### src/rtl/sram_multi_loader_pkg.sv
// sram_multi_loader_pkg: FSM encoding, SRAM memory map and default channel layout for the loader
package sram_multi_loader_pkg;
  typedef enum logic [1:0] {IDLE, ISSUE, DRAIN, DONE} state_t;
  localparam int SRAM_ADDR_W = 17;
  localparam int RF_ADDR_W = 10;
  localparam logic [SRAM_ADDR_W-1:0] INPUT_BASE = 17'h100;
  localparam logic [SRAM_ADDR_W-1:0] LABEL_BASE = 17'h200;
  localparam logic [RF_ADDR_W-1:0] INPUT_LEN = 10'd2;
  localparam logic [RF_ADDR_W-1:0] LABEL_LEN = 10'd4;
  localparam logic [2*SRAM_ADDR_W-1:0] DEF_CH_BASE = {LABEL_BASE, INPUT_BASE};
  localparam logic [2*RF_ADDR_W-1:0] DEF_CH_LEN = {LABEL_LEN, INPUT_LEN};
endpackage

### src/rtl/sram_multi_loader_if.sv
// sram_multi_loader_if: control handshake, SRAM read port and register-file write port
// LOADER_ABORT_EN adds the abort/aborted pair.
interface sram_multi_loader_if #(
  parameter int ADDR_W = 17,
  parameter int RA_W = 10,
  parameter int NUM_CH = 2,
  parameter int IDX_W = 8
);
  logic start;
  logic [IDX_W-1:0] sample_idx;
  logic busy, done;
  logic [ADDR_W-1:0] sram_addr;
  logic sram_cs_n, sram_oe_n, sram_we_n, sram_data_output_en;
  logic [RA_W-1:0] wa;
  logic [NUM_CH-1:0] we;
`ifdef LOADER_ABORT_EN
  logic abort, aborted;
  modport master (input start, sample_idx, abort,
                  output busy, done, aborted, sram_addr, sram_cs_n, sram_oe_n, sram_we_n, sram_data_output_en, wa, we);
  modport slave (output start, sample_idx, abort,
                 input busy, done, aborted, sram_addr, sram_cs_n, sram_oe_n, sram_we_n, sram_data_output_en, wa, we);
`else
  modport master (input start, sample_idx,
                  output busy, done, sram_addr, sram_cs_n, sram_oe_n, sram_we_n, sram_data_output_en, wa, we);
  modport slave (output start, sample_idx,
                 input busy, done, sram_addr, sram_cs_n, sram_oe_n, sram_we_n, sram_data_output_en, wa, we);
`endif
endinterface

### src/rtl/sram_multi_loader_delay_line.sv
// loader_delay_line: LAT-deep {valid, payload} shift register aligning write strobes with SRAM read data
module loader_delay_line #(
  parameter int LAT = 1,
  parameter int W = 1
) (
  input logic clk,
  input logic clr,
  input logic in_v,
  input logic [W-1:0] in_d,
  output logic out_v,
  output logic [W-1:0] out_d,
  output logic pending
);
  localparam logic [LAT-1:0] LAST = LAT'(1) << (LAT - 1);
  logic [LAT-1:0] v;
  logic [W-1:0] d [LAT];
  always_ff @(posedge clk) begin
    v <= clr ? '0 : (v << 1) | LAT'(in_v);
    d[0] <= in_d;
    for (int i = 1; i < LAT; i++) d[i] <= d[i-1];
  end
  assign out_v = v[LAT-1];
  assign out_d = d[LAT-1];
  // entries still in flight behind the one leaving this cycle
  assign pending = |(v & ~LAST);
endmodule

### src/rtl/sram_multi_loader.sv
// sram_multi_loader: copies NUM_CH SRAM regions, offset by a sample index, into register files
// Defining LOADER_ABORT_EN adds the abort input and aborted pulse.
module sram_multi_loader
  import sram_multi_loader_pkg::*;
#(
  parameter int ADDR_W = SRAM_ADDR_W,
  parameter int RA_W = RF_ADDR_W,
  parameter int NUM_CH = 2,
  parameter int IDX_W = 8,
  parameter int SRAM_LAT = 1,
  parameter logic [NUM_CH*ADDR_W-1:0] CH_BASE = DEF_CH_BASE,
  parameter logic [NUM_CH*RA_W-1:0] CH_LEN = DEF_CH_LEN
) (
  input logic clk,
  input logic reset,
  sram_multi_loader_if.master io
);
  localparam int CH_W = NUM_CH > 1 ? $clog2(NUM_CH) : 1;
  localparam int P_W = IDX_W + RA_W;
  function automatic logic [ADDR_W-1:0] base_of(input int c);
    return c < NUM_CH ? CH_BASE[c*ADDR_W +: ADDR_W] : '0;
  endfunction
  function automatic logic [RA_W-1:0] len_of(input int c);
    return c < NUM_CH ? CH_LEN[c*RA_W +: RA_W] : '0;
  endfunction
  function automatic logic lens_ok();
    for (int c = 0; c < NUM_CH; c++) if (len_of(c) == '0) return 1'b0;
    return 1'b1;
  endfunction
  if (NUM_CH < 1 || NUM_CH > 8 || SRAM_LAT < 1 || SRAM_LAT > 4 || !lens_ok()) begin : g_bad
    $error("sram_multi_loader: NUM_CH 1..8, SRAM_LAT 1..4 and nonzero CH_LEN entries required");
  end
  state_t state, state_n;
  logic [CH_W-1:0] ch, d_ch;
  logic [RA_W-1:0] el, d_el, wa_q;
  logic [ADDR_W-1:0] addr, nxt, tgt;
  logic [IDX_W-1:0] idx, m_idx;
  logic [P_W-1:0] prod;
  logic rdy, issue, last_el, last_ch, accept, d_v, pending, abort_now;
  int m_ch;
  assign issue = state == ISSUE;
  assign accept = state == IDLE && io.start;
  assign last_el = el == len_of(int'(ch)) - RA_W'(1);
  assign last_ch = ch == CH_W'(NUM_CH - 1);
  // shared multiplier: channel 0 at start, then one or two channels ahead of ch
  assign m_idx = issue ? idx : io.sample_idx;
  assign m_ch = issue ? int'(ch) + (rdy ? 2 : 1) : 0;
  assign prod = P_W'(m_idx) * P_W'(len_of(m_ch));
  assign tgt = base_of(m_ch) + ADDR_W'(prod);
`ifdef LOADER_ABORT_EN
  logic aborted_q;
  assign abort_now = io.abort && (state == ISSUE || state == DRAIN);
  always_ff @(posedge clk) aborted_q <= !reset && abort_now;
  assign io.aborted = aborted_q;
`else
  assign abort_now = 1'b0;
`endif
  always_ff @(posedge clk) state <= reset ? IDLE : state_n;
  always_comb begin
    state_n = state;
    if (accept) state_n = ISSUE;
    if (issue && last_el && last_ch) state_n = DRAIN;
    if (state == DRAIN && !pending) state_n = DONE;
    if (state == DONE) state_n = IDLE;
    if (abort_now) state_n = IDLE;
  end
  always_ff @(posedge clk) begin
    if (reset) begin
      ch <= '0;
      el <= '0;
      addr <= '0;
      nxt <= '0;
      idx <= '0;
      rdy <= 1'b0;
      wa_q <= '0;
    end else begin
      if (d_v) wa_q <= d_el;
      if (accept) begin
        idx <= io.sample_idx;
        ch <= '0;
        el <= '0;
        addr <= tgt;
        rdy <= 1'b0;
      end else if (issue) begin
        if (!last_el) begin
          el <= el + 1'b1;
          addr <= addr + 1'b1;
        end else if (!last_ch) begin
          ch <= ch + 1'b1;
          el <= '0;
          addr <= rdy ? nxt : tgt;
        end
        // refill nxt when it is empty mid-channel, or when a switch just consumed it
        if (rdy == last_el) begin
          nxt <= tgt;
          rdy <= 1'b1;
        end
      end
    end
  end
  loader_delay_line #(.LAT(SRAM_LAT), .W(CH_W + RA_W)) u_dl (
    .clk(clk),
    .clr(reset || abort_now),
    .in_v(issue),
    .in_d({ch, el}),
    .out_v(d_v),
    .out_d({d_ch, d_el}),
    .pending(pending)
  );
  assign io.sram_addr = issue ? addr : '0;
  assign io.sram_cs_n = !issue;
  assign io.sram_oe_n = !issue;
  assign io.sram_we_n = 1'b1;
  assign io.sram_data_output_en = 1'b0;
  assign io.we = d_v ? NUM_CH'(1) << d_ch : '0;
  assign io.wa = d_v ? d_el : wa_q;
  assign io.busy = state == ISSUE || state == DRAIN;
  assign io.done = state == DONE;
endmodule
### src/flat_wrapper.sv
// flat-port wrapper written by rule: the top's interface ports become plain ports
module sram_multi_loader_flat import sram_multi_loader_pkg::*;
#(
  parameter int ADDR_W = SRAM_ADDR_W,
  parameter int RA_W = RF_ADDR_W,
  parameter int NUM_CH = 2,
  parameter int IDX_W = 8,
  parameter int SRAM_LAT = 1,
  parameter logic [NUM_CH*ADDR_W-1:0] CH_BASE = DEF_CH_BASE,
  parameter logic [NUM_CH*RA_W-1:0] CH_LEN = DEF_CH_LEN
)
  (clk, reset, io_start, io_sample_idx, io_busy, io_done, io_sram_addr, io_sram_cs_n, io_sram_oe_n, io_sram_we_n, io_sram_data_output_en, io_wa, io_we);
  sram_multi_loader_if #(.ADDR_W(ADDR_W), .RA_W(RA_W), .NUM_CH(NUM_CH), .IDX_W(IDX_W)) io_i ();
  input logic clk;
  input logic reset;
  input wire logic [$bits(io_i.start)-1:0] io_start;
  input wire logic [$bits(io_i.sample_idx)-1:0] io_sample_idx;
  output wire logic [$bits(io_i.busy)-1:0] io_busy;
  output wire logic [$bits(io_i.done)-1:0] io_done;
  output wire logic [$bits(io_i.sram_addr)-1:0] io_sram_addr;
  output wire logic [$bits(io_i.sram_cs_n)-1:0] io_sram_cs_n;
  output wire logic [$bits(io_i.sram_oe_n)-1:0] io_sram_oe_n;
  output wire logic [$bits(io_i.sram_we_n)-1:0] io_sram_we_n;
  output wire logic [$bits(io_i.sram_data_output_en)-1:0] io_sram_data_output_en;
  output wire logic [$bits(io_i.wa)-1:0] io_wa;
  output wire logic [$bits(io_i.we)-1:0] io_we;
  assign io_i.start = io_start;
  assign io_i.sample_idx = io_sample_idx;
  assign io_busy = io_i.busy;
  assign io_done = io_i.done;
  assign io_sram_addr = io_i.sram_addr;
  assign io_sram_cs_n = io_i.sram_cs_n;
  assign io_sram_oe_n = io_i.sram_oe_n;
  assign io_sram_we_n = io_i.sram_we_n;
  assign io_sram_data_output_en = io_i.sram_data_output_en;
  assign io_wa = io_i.wa;
  assign io_we = io_i.we;
  sram_multi_loader #(.ADDR_W(ADDR_W), .RA_W(RA_W), .NUM_CH(NUM_CH), .IDX_W(IDX_W), .SRAM_LAT(SRAM_LAT), .CH_BASE(CH_BASE), .CH_LEN(CH_LEN)) u_core (.clk(clk), .reset(reset), .io(io_i));
endmodule
### config.mk
export PLATFORM = sky130hd
export DESIGN_NAME = sram_multi_loader_flat
export DESIGN_NICKNAME = d
export VERILOG_FILES = /design/src/rtl/sram_multi_loader_pkg.sv /design/src/rtl/sram_multi_loader_if.sv /design/src/rtl/sram_multi_loader_delay_line.sv /design/src/rtl/sram_multi_loader.sv /design/src/flat_wrapper.sv
export SDC_FILE = /design/constraint.sdc
export NUM_CORES = 1
export LEC_CHECK = 0
export CELL_PAD_IN_SITES_DETAIL_PLACEMENT = 1
export CELL_PAD_IN_SITES_GLOBAL_PLACEMENT = 1
export CORE_MARGIN = 2
export CORE_UTILIZATION = 50
export DETAILED_ROUTE_END_ITERATION = 10
export DONT_BUFFER_PORTS = 1
export PLACE_DENSITY_LB_ADDON = 0.1
export SYNTH_ARGS = -nofsm -noshare
export SYNTH_HDL_FRONTEND = slang
export SYNTH_SLANG_ARGS = --single-unit
### constraint.sdc
create_clock -name clk -period 7.85 [get_ports clk]
set_input_delay 1.57 -clock clk [delete_from_list [all_inputs] [get_ports clk]]
set_output_delay 1.57 -clock clk [all_outputs]
set_load 0.005 [all_outputs]
Word-level counts from Yosys, hierarchy flattened
Memories as Yosys holds them, arrays and structs flattened.
Cells that the tools add are included.
- flip-flop bits (word level): 67
- bits in latches: 0
- bits in writable memories: 11
- bits in read-only memories: 0
- memories kept: 1
- $add $sub $neg: 6
- multiply operators: 4
- divide/modulo/power cells: 0
- $lt $le $gt $ge: 1
- equality and inequality tests: 7
- shifts and indexed selects: 4
- multiplexer cells: 19
- bitwise gates (word level): 1
- reduce and logical (&&, ||, !) cells: 15
- memories (name ; words ; bits a word ; rd ports ; clocked after memory_dff ; write ports ; line ; source):
    u_core.u_dl.d ; 1 ; 11 ; 1 ; 0 ; 1 ; sram_multi_loader_delay_line.sv:16 ; logic [W-1:0] d [LAT];
- operators by type and width (kind ; count):
    $mux 17 ; 7
    $shiftx 20x32->10 const A ; 2
    $mux 10 ; 4
    $shiftx 34x32->17 const A ; 1
    $add 2x32->32 ; 1
    $lt 32x3->1 const B ; 1
    $mul 32x4->31 const B ; 1
    $mul 32x6->32 const B ; 1
    $mux 32 ; 1
    $add 17x1->17 const B ; 1
    $add 17x17->17 ; 1
    $mul 8x10->17 ; 1
    $add 10x1->10 const B ; 1
    $eq 10x10->1 ; 1
    $mux 2 ; 5
    $sub 10x1->10 const B ; 1
    $mux 8 ; 1
    $reduce_and 2->1 ; 4
    $eq 2x2->1 const B ; 2
    $mul 1x3->4 const B ; 1
    $reduce_or 2->1 ; 2
    $logic_and 1x1->1 ; 3
    $ne 3x3->1 const B ; 1
    $reduce_and 3->1 ; 1
    other kinds (12) ; 12

Depth between registers and ports, before layout
Gate-level depths: netlist of the first run.
- word-level depth: 13
- gate-level depth with buffers: 27

Hierarchy
A second synthesis of the first run with hierarchy kept.
- cell total of the unflattened synthesis: 476
- area total of the unflattened synthesis: 4146.5 um^2
- modules (own cells, without submodules) (module ; instances ; cells an instance ; area an instance (um^2)):
    sram_multi_loader ; 1 ; 461 ; 3881.2
    loader_delay_line ; 1 ; 15 ; 265.3

Least setup slack after synthesis of the first run
Ideal clock, no wire load.
- kind: reg2reg
- start point: register u_core.rdy
- end point: register u_core.addr[16]
- arrival: 6.590 ns
- data required time: 7.758 ns
- setup slack: 1.168 ns
- stages on the path, launching flop included: 26
- path buffers: 1
- cells stage by stage: dfxtp_1 > clkbuf_8 > inv_1 > ha_1 > nand2b_1 > inv_1 > ha_1 > ha_1 > ha_1 > a211oi_1 > nand2_1 > or2_1 > fa_1 > fa_1 > inv_1 > fa_1 > inv_1 > fa_1 > inv_1 > ha_1 > o21a_1 > o31a_1 > o211a_1 > o41a_1 > xnor2_1 > o32ai_1
- longest elaborated chain between the ends: 13
- RTL lines (item ; line ; source):
    from (decl) ; sram_multi_loader.sv:39 ; logic rdy, issue, last_el, last_ch, accept, d_v, pending, abort_now;
    from (signal assigned) ; sram_multi_loader.sv:74 ; rdy <= 1'b0;
    from (signal assigned) ; sram_multi_loader.sv:83 ; rdy <= 1'b0;
    from (signal assigned) ; sram_multi_loader.sv:96 ; rdy <= 1'b1;
    $mux 2 ; sram_multi_loader.sv:47 ; assign m_ch = issue ? int'(ch) + (rdy ? 2 : 1) : 0;
    $add 2x32->32 ; sram_multi_loader.sv:47 ;
    $mux 32 ; sram_multi_loader.sv:47 ;
    $mul 32x4->31 ; sram_multi_loader.sv:24 ; return c < NUM_CH ? CH_LEN[c*RA_W +: RA_W] : '0;
    $shiftx 20x32->10 ; sram_multi_loader.sv:24 ;
    $mux 10 ; sram_multi_loader.sv:24 ;
    $mul 8x10->17 ; sram_multi_loader.sv:48 ; assign prod = P_W'(m_idx) * P_W'(len_of(m_ch));
    $add 17x17->17 ; sram_multi_loader.sv:49 ; assign tgt = base_of(m_ch) + ADDR_W'(prod);
    $mux 17 ; sram_multi_loader.sv:91 ; addr <= rdy ? nxt : tgt;
    $mux 17 ; sram_multi_loader.sv:88 ; end else if (!last_ch) begin
    $mux 17 ; sram_multi_loader.sv:85 ; if (!last_el) begin
    $mux 17 ; sram_multi_loader.sv:84 ; end else if (issue) begin
    $mux 17 (*) ; sram_multi_loader.sv:78 ; if (accept) begin
    to (signal assigned) ; sram_multi_loader.sv:82 ; addr <= tgt;
    to (signal assigned) ; sram_multi_loader.sv:87 ; addr <= addr + 1'b1;
    to (signal assigned) ; sram_multi_loader.sv:91 ;
    to (decl) ; sram_multi_loader.sv:36 ; logic [ADDR_W-1:0] addr, nxt, tgt;
Mark *: on every way between the ends. The rest lies on a longest branch, timed or not. The select of a mux whose other input is x is not followed.
A chain may end at the register's enable or synchronous reset.

Worst setup path after layout of the first run
- start point: register u_core.ch
- end point: register u_core.addr[16]
- longest elaborated chain between the ends: 12
- RTL lines (item ; line ; source):
    from (decl) ; sram_multi_loader.sv:34 ; logic [CH_W-1:0] ch, d_ch;
    from (signal assigned) ; sram_multi_loader.sv:89 ; ch <= ch + 1'b1;
    $add 2x32->32 ; sram_multi_loader.sv:47 ;
    $mux 32 ; sram_multi_loader.sv:47 ;
    $mul 32x4->31 ; sram_multi_loader.sv:24 ;
    $shiftx 20x32->10 ; sram_multi_loader.sv:24 ;
    $mux 10 ; sram_multi_loader.sv:24 ;
    $mul 8x10->17 ; sram_multi_loader.sv:48 ;
    $add 17x17->17 ; sram_multi_loader.sv:49 ;
    $mux 17 ; sram_multi_loader.sv:91 ;
    $mux 17 ; sram_multi_loader.sv:88 ;
    $mux 17 ; sram_multi_loader.sv:85 ;
    $mux 17 ; sram_multi_loader.sv:84 ;
    $mux 17 ; sram_multi_loader.sv:78 ;
Parallel ways exist; a longest one is shown, timed or not. The select of a mux whose other input is x is not followed.

==> results of run 1 <==
[area by class of cell]
cell class,instances,share of cell area
clock inverter,5,0.00615
timing repair buffer,4,0.00434
clock buffer,11,0.0365
tap,172,0.0311
inverter,93,0.0505
sequential,78,0.226
multi-input combinational,581,0.646
[final timing paths]
check	end	slack (ns)	cells past startpoint
setup / recovery	u_core.addr[16]	0.46	23
hold / removal	u_core.u_dl.d[0][8]	0.41	0
setup reg to reg	u_core.addr[16]	0.46	23
hold reg to reg	u_core.u_dl.d[0][8]	0.41	0
[cells in the mapped netlist, drive strengths merged, types with 3 or more instances]
| cell type | instances |
|---|---|
| a211oi | 8 |
| a21o | 4 |
| a21oi | 43 |
| a221oi | 7 |
| a31oi | 6 |
| a32oi | 3 |
| and2 | 28 |
| and3 | 6 |
| and4 | 4 |
| buf | 15 |
| clkbuf | 19 |
| dfxtp | 78 |
| fa | 58 |
| ha | 44 |
| inv | 93 |
| mux2 | 13 |
| mux2i | 6 |
| nand2 | 70 |
| nand2b | 6 |
| nand3 | 27 |
| nand4 | 14 |
| nor2 | 65 |
| nor2b | 3 |
| nor3 | 12 |
| nor4 | 7 |
| o211ai | 3 |
| o21ai | 30 |
| or2 | 3 |
| or3 | 10 |
| xnor2 | 20 |
| xor2 | 10 |
[report_power, final]
| group | switching (mW) | internal (mW) |
|---|---|---|
| combinational | 0.646 | 0.425 |
| clock | 0.173 | 0.234 |
| sequential | 0.0555 | 0.444 |
[routing by layer]
layer / vias to the layer above / global-route usage / wire, um
li1: 2469 / - / -
met1: 2621 / 0.338 / 7600
met2: 120 / 0.451 / 8590
met3: 33 / 0.0360 / 711
met4: 0 / 0.104 / 484
met5: - / 0 / 0
[state kept, by name (all words and copies together) (netlist names)]
name,flops
u_core.rdy,1
u_core.addr,17
u_core.state,2
u_core.u_dl.d,11
u_core.u_dl.out_v,1
u_core.ch,1
u_core.idx,8
u_core.el,10
u_core.wa_q,10
u_core.nxt,17
[worst register-to-register path, stage by stage, from the launching register on]
cell and delay, ns:
sky130_fd_sc_hd__dfxtp_1 0.60, sky130_fd_sc_hd__inv_1 0.17, sky130_fd_sc_hd__ha_1 0.35, sky130_fd_sc_hd__nand2b_1 0.21
sky130_fd_sc_hd__inv_1 0.13, sky130_fd_sc_hd__ha_1 0.22, sky130_fd_sc_hd__ha_1 0.18, sky130_fd_sc_hd__ha_1 0.31
sky130_fd_sc_hd__nand4_1 0.20, sky130_fd_sc_hd__or3_1 0.56, sky130_fd_sc_hd__nor2_1 0.19, sky130_fd_sc_hd__fa_1 0.45
sky130_fd_sc_hd__fa_1 0.50, sky130_fd_sc_hd__fa_1 0.56, sky130_fd_sc_hd__inv_1 0.06, sky130_fd_sc_hd__fa_1 0.55
sky130_fd_sc_hd__inv_1 0.06, sky130_fd_sc_hd__ha_1 0.34, sky130_fd_sc_hd__and2_1 0.19, sky130_fd_sc_hd__or4_1 0.42
sky130_fd_sc_hd__o211a_1 0.25, sky130_fd_sc_hd__o41a_1 0.38, sky130_fd_sc_hd__xnor2_1 0.16, sky130_fd_sc_hd__o32ai_1 0.26
[metrics by stage]
stage / cell area, um2 / setup WS, ns
after floorplan: 6600 / 1.17
final: 6920 / 0.460
after detailed placement: 6620 / 0.408
after CTS: 6910 / 0.366
after global placement: 6620 / 0.726
after global routing: 6920 / 0.0743
[cells by family after synthesis]
group / Yosys count
adders and majority gates: 102
buffers and inverters: 127
AOI/OAI and AO/OA: 123
muxes: 19
DFF: 78
other: 2
xor gates and xnor gates: 30
and+or+nand+nor: 258
==> impl_summary.log, run 1 <==
[metrics] Worst Skew: 0.00694 ns
[metrics] number of hold-repair buffers added at the cts stage: 0
[metrics] Tightest Pin Transition: 1.11 ns
[metrics] number of global-route vias before repair: 5,721
[metrics] Inserted Clock Buffers: 9
[metrics] Seq/Total Area, Yosys: 0.243
[metrics] cell with the largest stage delay on the worst path: sky130_fd_sc_hd__dfxtp_1
[metrics] placed cells: 928
[metrics] Critical Path Source Type: register
[metrics] time the worst path needs with I/O delays and setup: 7.39 ns
[metrics] GRT Util Overall: 0.264
[metrics] Max Clock Freq: 135 MHz
[metrics] ys async rst share: 0
[metrics] crit end category: register
[metrics] most used cell along the critical path: sky130_fd_sc_hd__ha_1
[metrics] clock root cell: sky130_fd_sc_hd__clkbuf_16
[metrics] Die W: 117 um
[metrics] total area of multi-input combinational cells: 4460 um2
[metrics] number of flops mapped to enable cells by yosys: 0
[metrics] maximum number of pins on one net before global-route repair: 44
[metrics] power per unit of standard cell area: 286 nW/um2
[metrics] leakage power: 3.05 nW
[metrics] Post-Syn Area: 6420 um2
[metrics] total power consumption of the routed design: 1.98 mW
[metrics] number of antenna diodes: 0
[metrics] number of antenna violations at the first check in global routing: 0
[metrics] Row Count: 41
[metrics] maximum vdd ir drop: 0.135 mV
[metrics] headroom to the max-slew limit: 0.252
[metrics] Max-cap violations: 0
[metrics] adder and majority cell fraction of the synthesized area: 0.266
[metrics] Crit path max-delay family: adder cells
[metrics] Compound-Gate Fraction of Synth Area: 0.124
[metrics] 1st-pass router iterations: 4
[metrics] top cell type by total area after synthesis: sky130_fd_sc_hd__dfxtp_1
[metrics] yosys warns: 0
[metrics] startpoint of the worst-slack reg-to-reg timing path: u_core.ch
[metrics] most frequent cells in the layout: 92 x sky130_fd_sc_hd__inv_1, 78 x sky130_fd_sc_hd__dfxtp_1, 69 x sky130_fd_sc_hd__nand2_1, 64 x sky130_fd_sc_hd__nor2_1, 58 x sky130_fd_sc_hd__fa_1
[metrics] Initial Utilization: 0.511
[metrics] clock sinks: 78
[metrics] core region area: 12,600 um2
[metrics] HPWL after detailed placement: 13.5 mm
[metrics] fraction of final layout cells sized beyond drive strength 1: 0.0661
[metrics] synthesized area per cell: 8.69 um2
[metrics] Post-CTS Setup Inserts: 0
[metrics] critical path fanouts, max: 11
[metrics] post-layout util: 0.550
[metrics] result of the run: finished clean
[metrics] global route overflow: 0
[metrics] Boundary Pins: 46
[metrics] worst hold-check path type: reg2reg
[metrics] number of buffers and inverters on the critical path: 4
[metrics] fillers: 1,520
[metrics] DRT Wirelength: 17.4 mm
[metrics] count of final max-slew check failures: 0
[metrics] classification of the worst setup path: reg2reg
[metrics] count of state elements after synthesis: 78
[metrics] number of library cell types mapped by synthesis: 69
[metrics] summed negative setup slack over all endpoints: 0 ns
[metrics] dominant cells by area after synthesis: sky130_fd_sc_hd__dfxtp_1 24%, sky130_fd_sc_hd__fa_1 18%, sky130_fd_sc_hd__ha_1 8.6%, sky130_fd_sc_hd__inv_1 5.4%, sky130_fd_sc_hd__nand2_1 4.0%
[metrics] # resized after CTS: 0
[metrics] Synth Flop Type: sky130_fd_sc_hd__dfxtp_1
[metrics] start point of the critical path: u_core.ch
[metrics] post-synthesis cell count: 739
[metrics] synthesized-area fraction occupied by xor and xnor cells: 0.0432
[metrics] Die H: 117 um
[metrics] data arrival at the endpoint of the critical path: 7.64 ns
[metrics] largest incremental delay on the critical path: 0.60 ns
[metrics] Port Buffers: 0
[metrics] non-filler cells, final: 944
[metrics] dominant combinational cell family by area after synthesis: adder cells
[metrics] required time at the endpoint of the critical path: 8.10 ns
[metrics] endpoints failing setup: 0
[metrics] area added between synthesis and finish: 7.65%
[metrics] number of DRC markers in iteration 0: 322
[metrics] wire length of the first global-routing pass: 29.2 mm
[metrics] post-CTS clock slew at the launch and capture registers of the worst setup and hold paths: 0.06 ns
[metrics] Routed wire per std cell: 18.4 um
[metrics] post-route worst hold slack: 0.408 ns
[metrics] setup repair after global routing missed its margin: false
[metrics] area share of the largest cell type after synthesis: 0.243
[metrics] final routed DRC violation total: 0
[metrics] startpoint of the tightest hold check path: u_core.el[8]
[metrics] buffers from clock root to sink, at most: 2
[metrics] Max H-tree Level: 3
[metrics] ANT nets after route: 0
[metrics] GP Congestion: 0.856
[metrics] drt via density: 5.55
[metrics] total via count in the routed design: 5,243
[metrics] Seq. cell area: 1560 um2
[metrics] CTS tree: done
[metrics] ordered list of cells on the worst path: inv_1 > ha_1 > nand2b_1 > inv_1 > ha_1 > ha_1 > ha_1 > nand4_1 > or3_1 > nor2_1 > fa_1 > fa_1 > fa_1 > inv_1 > fa_1 > inv_1 > ha_1 > and2_1 > or4_1 > o211a_1 > o41a_1 > xnor2_1 > o32ai_1
[metrics] clock latency at the later pin of the worst-skew pair: 0.34 ns
[metrics] total die area: 13,800 um2
[metrics] most common library cell in the layout ignoring fill and taps: sky130_fd_sc_hd__inv_1
[metrics] simple-gate share of the synthesized area: 0.199
[metrics] Period Utilization, post-route: 0.941
[metrics] final hold violations: 0
[metrics] Post-layout nets: 880
[metrics] proportion of synthesized area in mux cells: 0.0321
No activity file was read; power rests on OpenSTA's default activity.
==> run 2, diff against run 1 <==
- REMOVE_ABC_BUFFERS: default -> 1
==> run 2 against run 1 <==
  * Total power down 1.1%
  * Final cell count unchanged
  * Global-route usage grew 0.65 points
  * Count of clock-buffer cells in the layout down 2
  * Clock skew is 0.0033 ns higher
  * Combinational power hardly changed
  * Critical endpoint unchanged
  * Largest cell class unchanged
==> impl_summary.log, run 2 (synthesis results as in run 1) <==
[metrics] maximum vdd ir drop: 0.149 mV (+9.7%)
[metrics] Initial Utilization: 0.511 (unchanged)
[metrics] total die area: 13,800 um2 (unchanged)
[metrics] final hold violations: 0 (unchanged)
[metrics] Worst Skew: 0.0102 ns (+0.00330 ns)
[metrics] time the worst path needs with I/O delays and setup: 7.17 ns (-0.216 ns)
[metrics] post-route worst hold slack: 0.412 ns (+0.00447 ns)
[metrics] number of buffers and inverters on the critical path: 5 (+1)
[metrics] most common library cell in the layout ignoring fill and taps: sky130_fd_sc_hd__inv_1
[metrics] wire length of the first global-routing pass: 29.9 mm (+2.4%)
[metrics] Tightest Pin Transition: 1.11 ns (-0.00657 ns)
[metrics] power per unit of standard cell area: 283 nW/um2 (-0.96%)
[metrics] crit end category: register
[metrics] Routed wire per std cell: 18.5 um (+0.15%)
[metrics] fraction of final layout cells sized beyond drive strength 1: 0.0661 (unchanged)
[metrics] Port Buffers: 0 (unchanged)
[metrics] cell with the largest stage delay on the worst path: sky130_fd_sc_hd__or3_1
[metrics] reg2reg path depth: 24 (+4.3%)
[metrics] maximum number of pins on one net before global-route repair: 44 (unchanged)
[metrics] Crit path max-delay family: adder cells
[metrics] Die H: 117 um (unchanged)
[metrics] ordered list of cells on the worst path: buf_4 > inv_1 > ha_1 > nand2b_1 > inv_1 > ha_1 > ha_1 > ha_1 > nand4_1 > or3_1 > nor2_1 > fa_1 > fa_1 > fa_1 > inv_1 > fa_1 > inv_1 > ha_1 > and2_1 > or4_1 > o211a_1 > o41a_1 > xnor2_1 > o32ai_1
[metrics] most used cell along the critical path: sky130_fd_sc_hd__ha_1
[metrics] number of antenna diodes: 0 (unchanged)
[metrics] worst hold path stage count: 0 (unchanged)
[metrics] drt via density: 5.53 (-0.36%)
[metrics] classification of the worst setup path: reg2reg
[metrics] total via count in the routed design: 5,224 (-0.36%)
[metrics] leakage power: 3.04 nW (-0.26%)
[metrics] worst setup slack after placement: 0.593 ns (+0.186 ns)
[metrics] worst hold-check path type: reg2reg
[metrics] Post-layout nets: 880 (unchanged)
[metrics] Max Clock Freq: 139 MHz (+3.0%)
[metrics] Boundary Pins: 46 (unchanged)
[metrics] setup repair after global routing missed its margin: false
[metrics] crit path setup slack, layout: 0.676 ns (+0.216 ns)
[metrics] Max-cap violations: 0 (unchanged)
[metrics] number of global-route vias before repair: 5,821 (+1.7%)
[metrics] number of hold-repair buffers added at the cts stage: 0 (unchanged)
[metrics] buffers from clock root to sink, at most: 2 (unchanged)
[metrics] required time at the endpoint of the critical path: 8.09 ns (about the same)
[metrics] Period Utilization, post-route: 0.914 (-0.0275)
[metrics] count of final max-slew check failures: 0 (unchanged)
[metrics] Critical Path Source Type: register
[metrics] final routed DRC violation total: 0 (unchanged)
[metrics] area added between synthesis and finish: 7.46%
[metrics] number of DRC markers in iteration 0: 308 (-4.3%)
[metrics] clock root cell: sky130_fd_sc_hd__clkbuf_16
[metrics] logic depth of the worst path, buffers included: 24 (+4.3%)
[metrics] Inserted Clock Buffers: 9 (unchanged)
[metrics] most frequent cells in the layout: 92 x sky130_fd_sc_hd__inv_1, 78 x sky130_fd_sc_hd__dfxtp_1, 69 x sky130_fd_sc_hd__nand2_1, 64 x sky130_fd_sc_hd__nor2_1, 58 x sky130_fd_sc_hd__fa_1
[metrics] GP Congestion: 0.892 (+4.1%)
[metrics] clock latency at the later pin of the worst-skew pair: 0.34 ns (about the same)
[metrics] largest registers: u_core.addr (17), u_core.nxt (17), u_core.u_dl.d (11)
[metrics] Die W: 117 um (unchanged)
[metrics] clock sinks: 78 (unchanged)
[metrics] critical path fanouts, max: 11 (unchanged)
[metrics] Max H-tree Level: 3 (unchanged)
[metrics] result of the run: finished clean
[metrics] global route overflow: 0 (unchanged)
[metrics] post-CTS clock slew at the launch and capture registers of the worst setup and hold paths: 0.07 ns (about the same)
[metrics] 1st-pass router iterations: 4 (unchanged)
[metrics] core region area: 12,600 um2 (unchanged)
[metrics] Row Count: 41 (unchanged)
[metrics] ANT nets after route: 0 (unchanged)
[metrics] summed negative setup slack over all endpoints: 0 ns (unchanged)
[metrics] endpoints failing setup: 0 (unchanged)
[metrics] HPWL after detailed placement: 13.3 mm (-1.2%)
[metrics] number of antenna violations at the first check in global routing: 0 (unchanged)
[metrics] data arrival at the endpoint of the critical path: 7.42 ns (-0.22 ns)
[metrics] CTS tree: done
[metrics] DRT Wirelength: 17.4 mm (+0.15%)
[metrics] GRT Util Overall: 0.270 (+0.00651)
[metrics] headroom to the max-slew limit: 0.257 (+0.00441)
[metrics] largest incremental delay on the critical path: 0.58 ns (-0.02 ns)
run 2: cell types whose count changed in the layout (fill, tap and decap cells not counted):
cell                         previous run  this run
sky130_fd_sc_hd__clkinvlp_4             1         2
sky130_fd_sc_hd__clkinv_2               0         1
sky130_fd_sc_hd__inv_8                  0         1
sky130_fd_sc_hd__clkbuf_8               2         0
sky130_fd_sc_hd__clkinv_4               3         2
run 2: area by class of cell:
class / instances / area, um2
Clock buffer: 9 / 225
Fill cell: 1538 / 5670
Timing Repair Buffer: 4 / 30.0
Clock inverter: 7 / 57.6
Tap cell: 172 / 215
Multi-Input combinational cell: 581 / 4460
Inverter: 93 / 349
Sequential cell: 78 / 1560
run 2: per-layer routing:
| metal | share of wire | up-vias | GRT usage |
|---|---|---|---|
| li1 | - | 2468 | - |
| met1 | 0.42 | 2586 | 0.338 |
| met2 | 0.51 | 137 | 0.484 |
| met3 | 0.047 | 33 | 0.0370 |
| met4 | 0.023 | 0 | 0.0821 |
| met5 | 0 | - | 0 |
run 2: repair_timing:
action,CTS,global route
endpoints found under the setup margin,0,2
setup buffers,0,0
resized for setup,0,1
hold endpoints to repair,0,0
run 2: stage by stage:
step                      instance area [um2]  utilization  instances  power (mW)
after CTS                                6900        0.549        944        1.96
final                                    6900        0.549        944        1.96
after detailed placement                 6620        0.526        928        1.55
after floorplan                          6370            -        752        1.27
after global placement                   6620        0.526        928        1.50
after global routing                     6900        0.549        944        2.14
run 2: where the power goes:
group	internal, mW	switching [mW]
combinational	0.421	0.642
clock	0.218	0.178
sequential	0.444	0.0526
run 2: worst paths after layout:
path	startpoint	endpoint	slack [ns]
max	u_core.ch	u_core.addr[16]	0.68
min	u_core.el[9]	u_core.u_dl.d[0][9]	0.41
max reg2reg	u_core.ch	u_core.addr[16]	0.68
min reg2reg	u_core.el[9]	u_core.u_dl.d[0][9]	0.41
==> variant 1 (settings of run 2) <==
Re-encode `state_t` (4 states) as one-hot, 4 bits wide.
--- a/src/rtl/sram_multi_loader_pkg.sv
+++ b/src/rtl/sram_multi_loader_pkg.sv
@@ -1,6 +1,6 @@
 // sram_multi_loader_pkg: FSM encoding, SRAM memory map and default channel layout for the loader
 package sram_multi_loader_pkg;
-  typedef enum logic [1:0] {IDLE, ISSUE, DRAIN, DONE} state_t;
+  typedef enum logic [3:0] {IDLE = 4'b0001, ISSUE = 4'b0010, DRAIN = 4'b0100, DONE = 4'b1000} state_t;
   localparam int SRAM_ADDR_W = 17;
   localparam int RF_ADDR_W = 10;
   localparam logic [SRAM_ADDR_W-1:0] INPUT_BASE = 17'h100;
Formal check against the unedited RTL: same outputs for any inputs over 10 cycles, from zero or initial values and one cycle with reset high; not proved beyond that.
==> variant 1 against run 2 <==
Synthesized area is 2.3% higher; total power is 9.8% lower; sequential cell count is 2 higher; wire length is 2.4% higher; worst setup slack better by 0.20 ns; non-clock buffer count stayed put; cell area is 2.8% higher; final cell count is 0.53% lower.
==> variant 1: results (changes against run 2) <==
- Worst Hold Launch: u_core.el[0] (was u_core.el[9])
- R2R depth: 22 (was 24)
- Vias in the first global route: 5657 (was 5821)
- R2R Setup Slk: 0.88 ns (was 0.68 ns)
- GPL Wtd Cong: 0.834 (was 0.892)
- Hold path endpoint: u_core.u_dl.d[0][0] (was u_core.u_dl.d[0][9])
- Register area share after synthesis: 24.4% (was 24.3%)
- Critical Path AT: 7.20 ns (was 7.42 ns)
- VDD IR max: 0.145 mV (was 0.149 mV)
- Slowest CP cell: or4_1 (was or3_1)
- Crit-path max cell delay: 0.69 ns (was 0.58 ns)
- First-pass GRT wire length: 29400 µm (was 29900 µm)
- DP Cell Count: 923 (was 928)
- R2R Path Start: u_core.state[1] (was u_core.ch)
- Post-route insts no fill: 939 (was 944)
- Top cells by area, synth: dfxtp_1 24%, fa_1 18%, ha_1 7.6% (was dfxtp_1 24%, fa_1 18%, ha_1 8.6%)
- Reg-to-reg endpoint: u_core.addr[14] (was u_core.addr[16])
- Run status: finished, final reports clean (unchanged)
- Max_slew headroom: 22.0% (was 25.7%)
- Post-Route WL: 17800 µm (was 17400 µm)
- LEAKAGE: 3.11 nW (was 3.04 nW)
- Final Skew: 0.0132 ns (was 0.0102 ns)
- All-Layer GR Usage: 26.4% (was 27.0%)
- Largest net degree at the start of global routing: 43 (was 44)
- DRT iter0 DRCs: 242 (was 308)
- Syn. warnings: 0 (unchanged)
- List of most frequent post-synthesis cells: 84 x inv_1, 80 x dfxtp_1, 77 x nor2_1 (was 92 x inv_1, 78 x dfxtp_1, 69 x nand2_1)
- Avg Cell Area, Syn: 8.95 µm² (was 8.69 µm²)
-- variant 1: changes by cell type in the layout (fill, tap and decap cells not counted), moves of 5 or more --
cell	change
nor2_1	+13
xnor2_1	+5
mux2i_1	+7
a21oi_1	-9
nand3_1	-15
o21ai_1	-8
nor4_1	-5
nand2_1	-12
inv_1	-8
-- variant 1: per-layer routing --
layer	GRT usage (%)	vias to the layer above
met1	32.3	2600
met2	46.9	96
li1	-	2467
met5	0	-
met3	4.39	31
met4	8.93	0
-- variant 1: worst max path at each step --
stage	cells past startpoint	from	to
6_report	22	u_core.state[1]	u_core.addr[14]
5_1_grt	24	u_core.state[1]	u_core.addr[14]
4_1_cts	24	u_core.state[1]	u_core.addr[14]
3_5_place_dp	22	u_core.state[1]	u_core.addr[14]
3_3_place_gp	23	u_core.ch	u_core.addr[14]
2_1_floorplan	21	u_core.state[2]	u_core.addr[14]
-- variant 1: final cells by class --
class                   instances  share of cell area [%]
clock buffers                   9                    3.17
clock inverters                 7                    1.18
inverters                      85                    4.49
multi-input cells             582                    65.1
flip-flops and latches         80                    22.6
well taps                     172                    3.03
repair buffers                  4                   0.423
-- variant 1: logic make-up (layout without fill, tap and decap cells) --
logic type                 count (synthesis)  in the layout  synth area share (%)
and+or+nand+nor                          252            252                  20.4
DFF                                       80             80                  24.4
buffers and inverters                    119            105                  8.09
other                                      2             49                 0.114
xor gates and xnor gates                  37             37                  4.93
adders and majority gates                 98             98                  25.3
muxes                                     25             25                  4.11
AOI/OAI and AO/OA                        121            121                  12.7
-- variant 1: per-stage QoR --
stage          setup slack, ns  instance area, µm²
3_3_place_gp              1.19                6790
4_1_cts                  0.863                7100
3_5_place_dp             0.938                6790
2_1_floorplan             1.03                6540
6_report                 0.875                7100
5_1_grt                  0.507                7100
-- variant 1: worst register-to-register path, delay by kind of cell (launching register included) --
family	cells	cell delay (ns)
AND/OR/NAND/NOR	6	1.93
AO/OA/AOI/OAI	4	0.74
adder cells (fa/ha/maj)	8	3.05
flip-flops	1	0.53
buffers and inverters	4	0.62
-- variant 1: power breakdown --
group / total (mW) / switching, mW / leakage [nW] / internal [mW]
Sequential: 0.466 / 0.0321 / 0.649 / 0.434
Clock: 0.442 / 0.189 / 0.149 / 0.253
Combinational: 0.856 / 0.518 / 2.31 / 0.338
==> variant 2 (config.mk and constraints of run 2) <==
Without the edit above. `SRAM_LAT` is set to 1 in 2 places; all go to 2.
--- a/src/rtl/sram_multi_loader.sv
+++ b/src/rtl/sram_multi_loader.sv
@@ -7,7 +7,7 @@
   parameter int RA_W = RF_ADDR_W,
   parameter int NUM_CH = 2,
   parameter int IDX_W = 8,
-  parameter int SRAM_LAT = 1,
+  parameter int SRAM_LAT = 2,
   parameter logic [NUM_CH*ADDR_W-1:0] CH_BASE = DEF_CH_BASE,
   parameter logic [NUM_CH*RA_W-1:0] CH_LEN = DEF_CH_LEN
 ) (
--- a/src/flat_wrapper.sv
+++ b/src/flat_wrapper.sv
@@ -5,7 +5,7 @@
   parameter int RA_W = RF_ADDR_W,
   parameter int NUM_CH = 2,
   parameter int IDX_W = 8,
-  parameter int SRAM_LAT = 1,
+  parameter int SRAM_LAT = 2,
   parameter logic [NUM_CH*ADDR_W-1:0] CH_BASE = DEF_CH_BASE,
   parameter logic [NUM_CH*RA_W-1:0] CH_LEN = DEF_CH_LEN
 )
Check against the original RTL: not equivalent (Yosys sat finds a counterexample within 4 cycles, from zero or initial values and one cycle with reset high).
==> variant 2 against run 2 <==
Die area up 1.9%; wire length grew 2.1%; synthesized area is 2.0% higher; cell area is 3.6% higher; count of clock-buffer cells in the layout stayed put; utilization is 1.3 points higher; total power rose by 8.5%; sequential cell count rose by 12; sequential power is 11% higher; critical path depth unchanged; first-iteration DRC count decreased by 19%; worst setup slack improved by 0.17 ns; via count rose by 1.2%; largest cell class unchanged; largest power group unchanged.
==> variant 2: results (changes against run 2) <==
- Final Skew: 0.00831 ns (was 0.0102 ns)
- Place WS: 0.919 ns (was 0.593 ns)
- LEAKAGE: 3.21 nW (was 3.04 nW)
- DR vias/cell: 5.48 (was 5.53)
- Vias after detailed routing: 5288 (was 5224)
- Hpwl dp: 13400 µm (was 13300 µm)
- Non-clock buffer area fraction after layout: 0.735% (was 0.435%)
- Register area share after synthesis: 27.5% (was 24.3%)
- Cell Int Power: 1.17 mW (was 1.08 mW)
- Layout clock area frac: 4.21% (was 4.10%)
- Final #Nets: 901 (was 880)
- Vias in the first global route: 5897 (was 5821)
- Crit-path max cell delay: 0.55 ns (was 0.58 ns)
- NetSw: 0.956 mW (was 0.873 mW)
- VDD IR max: 0.179 mV (was 0.149 mV)
- Filler cells: 1569 (was 1538)
- Non-clock buffers: 7 (was 4)
- Top cells by area, synth: dfxtp_1 27%, fa_1 18%, ha_1 8.4% (was dfxtp_1 24%, fa_1 18%, ha_1 8.6%)
- GR Layer Usage met3: 3.04% (was 3.70%)
- Clock Power Share: 20.6% (was 20.3%)
- Met1 usage: 32.3% (was 33.8%)
- #MultiIn Comb: 583 (was 581)
- Register Area: 0.00180 mm² (was 0.00156 mm²)
- First-pass GRT wire length: 29800 µm (was 29900 µm)
- All-Layer GR Usage: 26.7% (was 27.0%)
- GPL Wtd Cong: 0.890 (was 0.892)
- DP Cell Count: 949 (was 928)
- Slowest CP cell: fa_1 (was or3_1)
- Met2 usage: 49.5% (was 48.4%)
- DRT iter0 DRCs: 249 (was 308)
- Slew @ Worst Pin: 1.16 ns (was 1.11 ns)
- Worst Path Max Fanout: 10 (was 11)
- Run status: finished, final reports clean (unchanged)
- Metal2 WL: 9220 µm (was 8900 µm)
- Seq cells: 90 (was 78)
- Post-route cell area: 0.00715 mm² (was 0.00690 mm²)
- List of most frequent post-synthesis cells: 95 x inv_1, 90 x dfxtp_1, 82 x nand2_1 (was 92 x inv_1, 78 x dfxtp_1, 69 x nand2_1)
- Post-Route M1 WL: 7620 µm (was 7300 µm)
- Post-DP Area: 0.00685 mm² (was 0.00662 mm²)
- Fraction of layout cells with a size suffix above 1: 5.67% (was 6.61%)
- Inverters: 97 (was 93)
- Post-Syn Instances: 754 (was 739)
- Seq pwr: 0.550 mW (was 0.497 mW)
- Synth cell types: 62 (was 69)
variant 2: cell types whose count changed after synthesis, sizes merged, moves of 6 or more:
cell          run 2  this run
dfxtp            78        90
o21ai            30        22
or3              10         4
nand4            14         8
nand2            70        82
nand3            27        21
variant 2: path summary, 6_finish.rpt:
path / to / slack [ns] / cells past startpoint / from
max: u_core.addr[14] / 0.85 / 24 / u_core.state[1]
min: u_core.u_dl.d[0][14] / 0.33 / 0 / u_core.u_dl.d[0][3]
max reg2reg: u_core.addr[14] / 0.85 / 24 / u_core.state[1]
min reg2reg: u_core.u_dl.d[0][14] / 0.33 / 0 / u_core.u_dl.d[0][3]
variant 2: logic make-up after synthesis:
family / count (synthesis) / synth area share [%]
adder cells (fa/ha/maj): 102 / 26.1
other: 2 / 0.115
AND/OR/NAND/NOR: 261 / 19.2
AO/OA/AOI/OAI: 116 / 11.3
buffers and inverters: 128 / 7.75
multiplexers: 20 / 3.30
XOR/XNOR: 35 / 4.68
flip-flops: 90 / 27.5
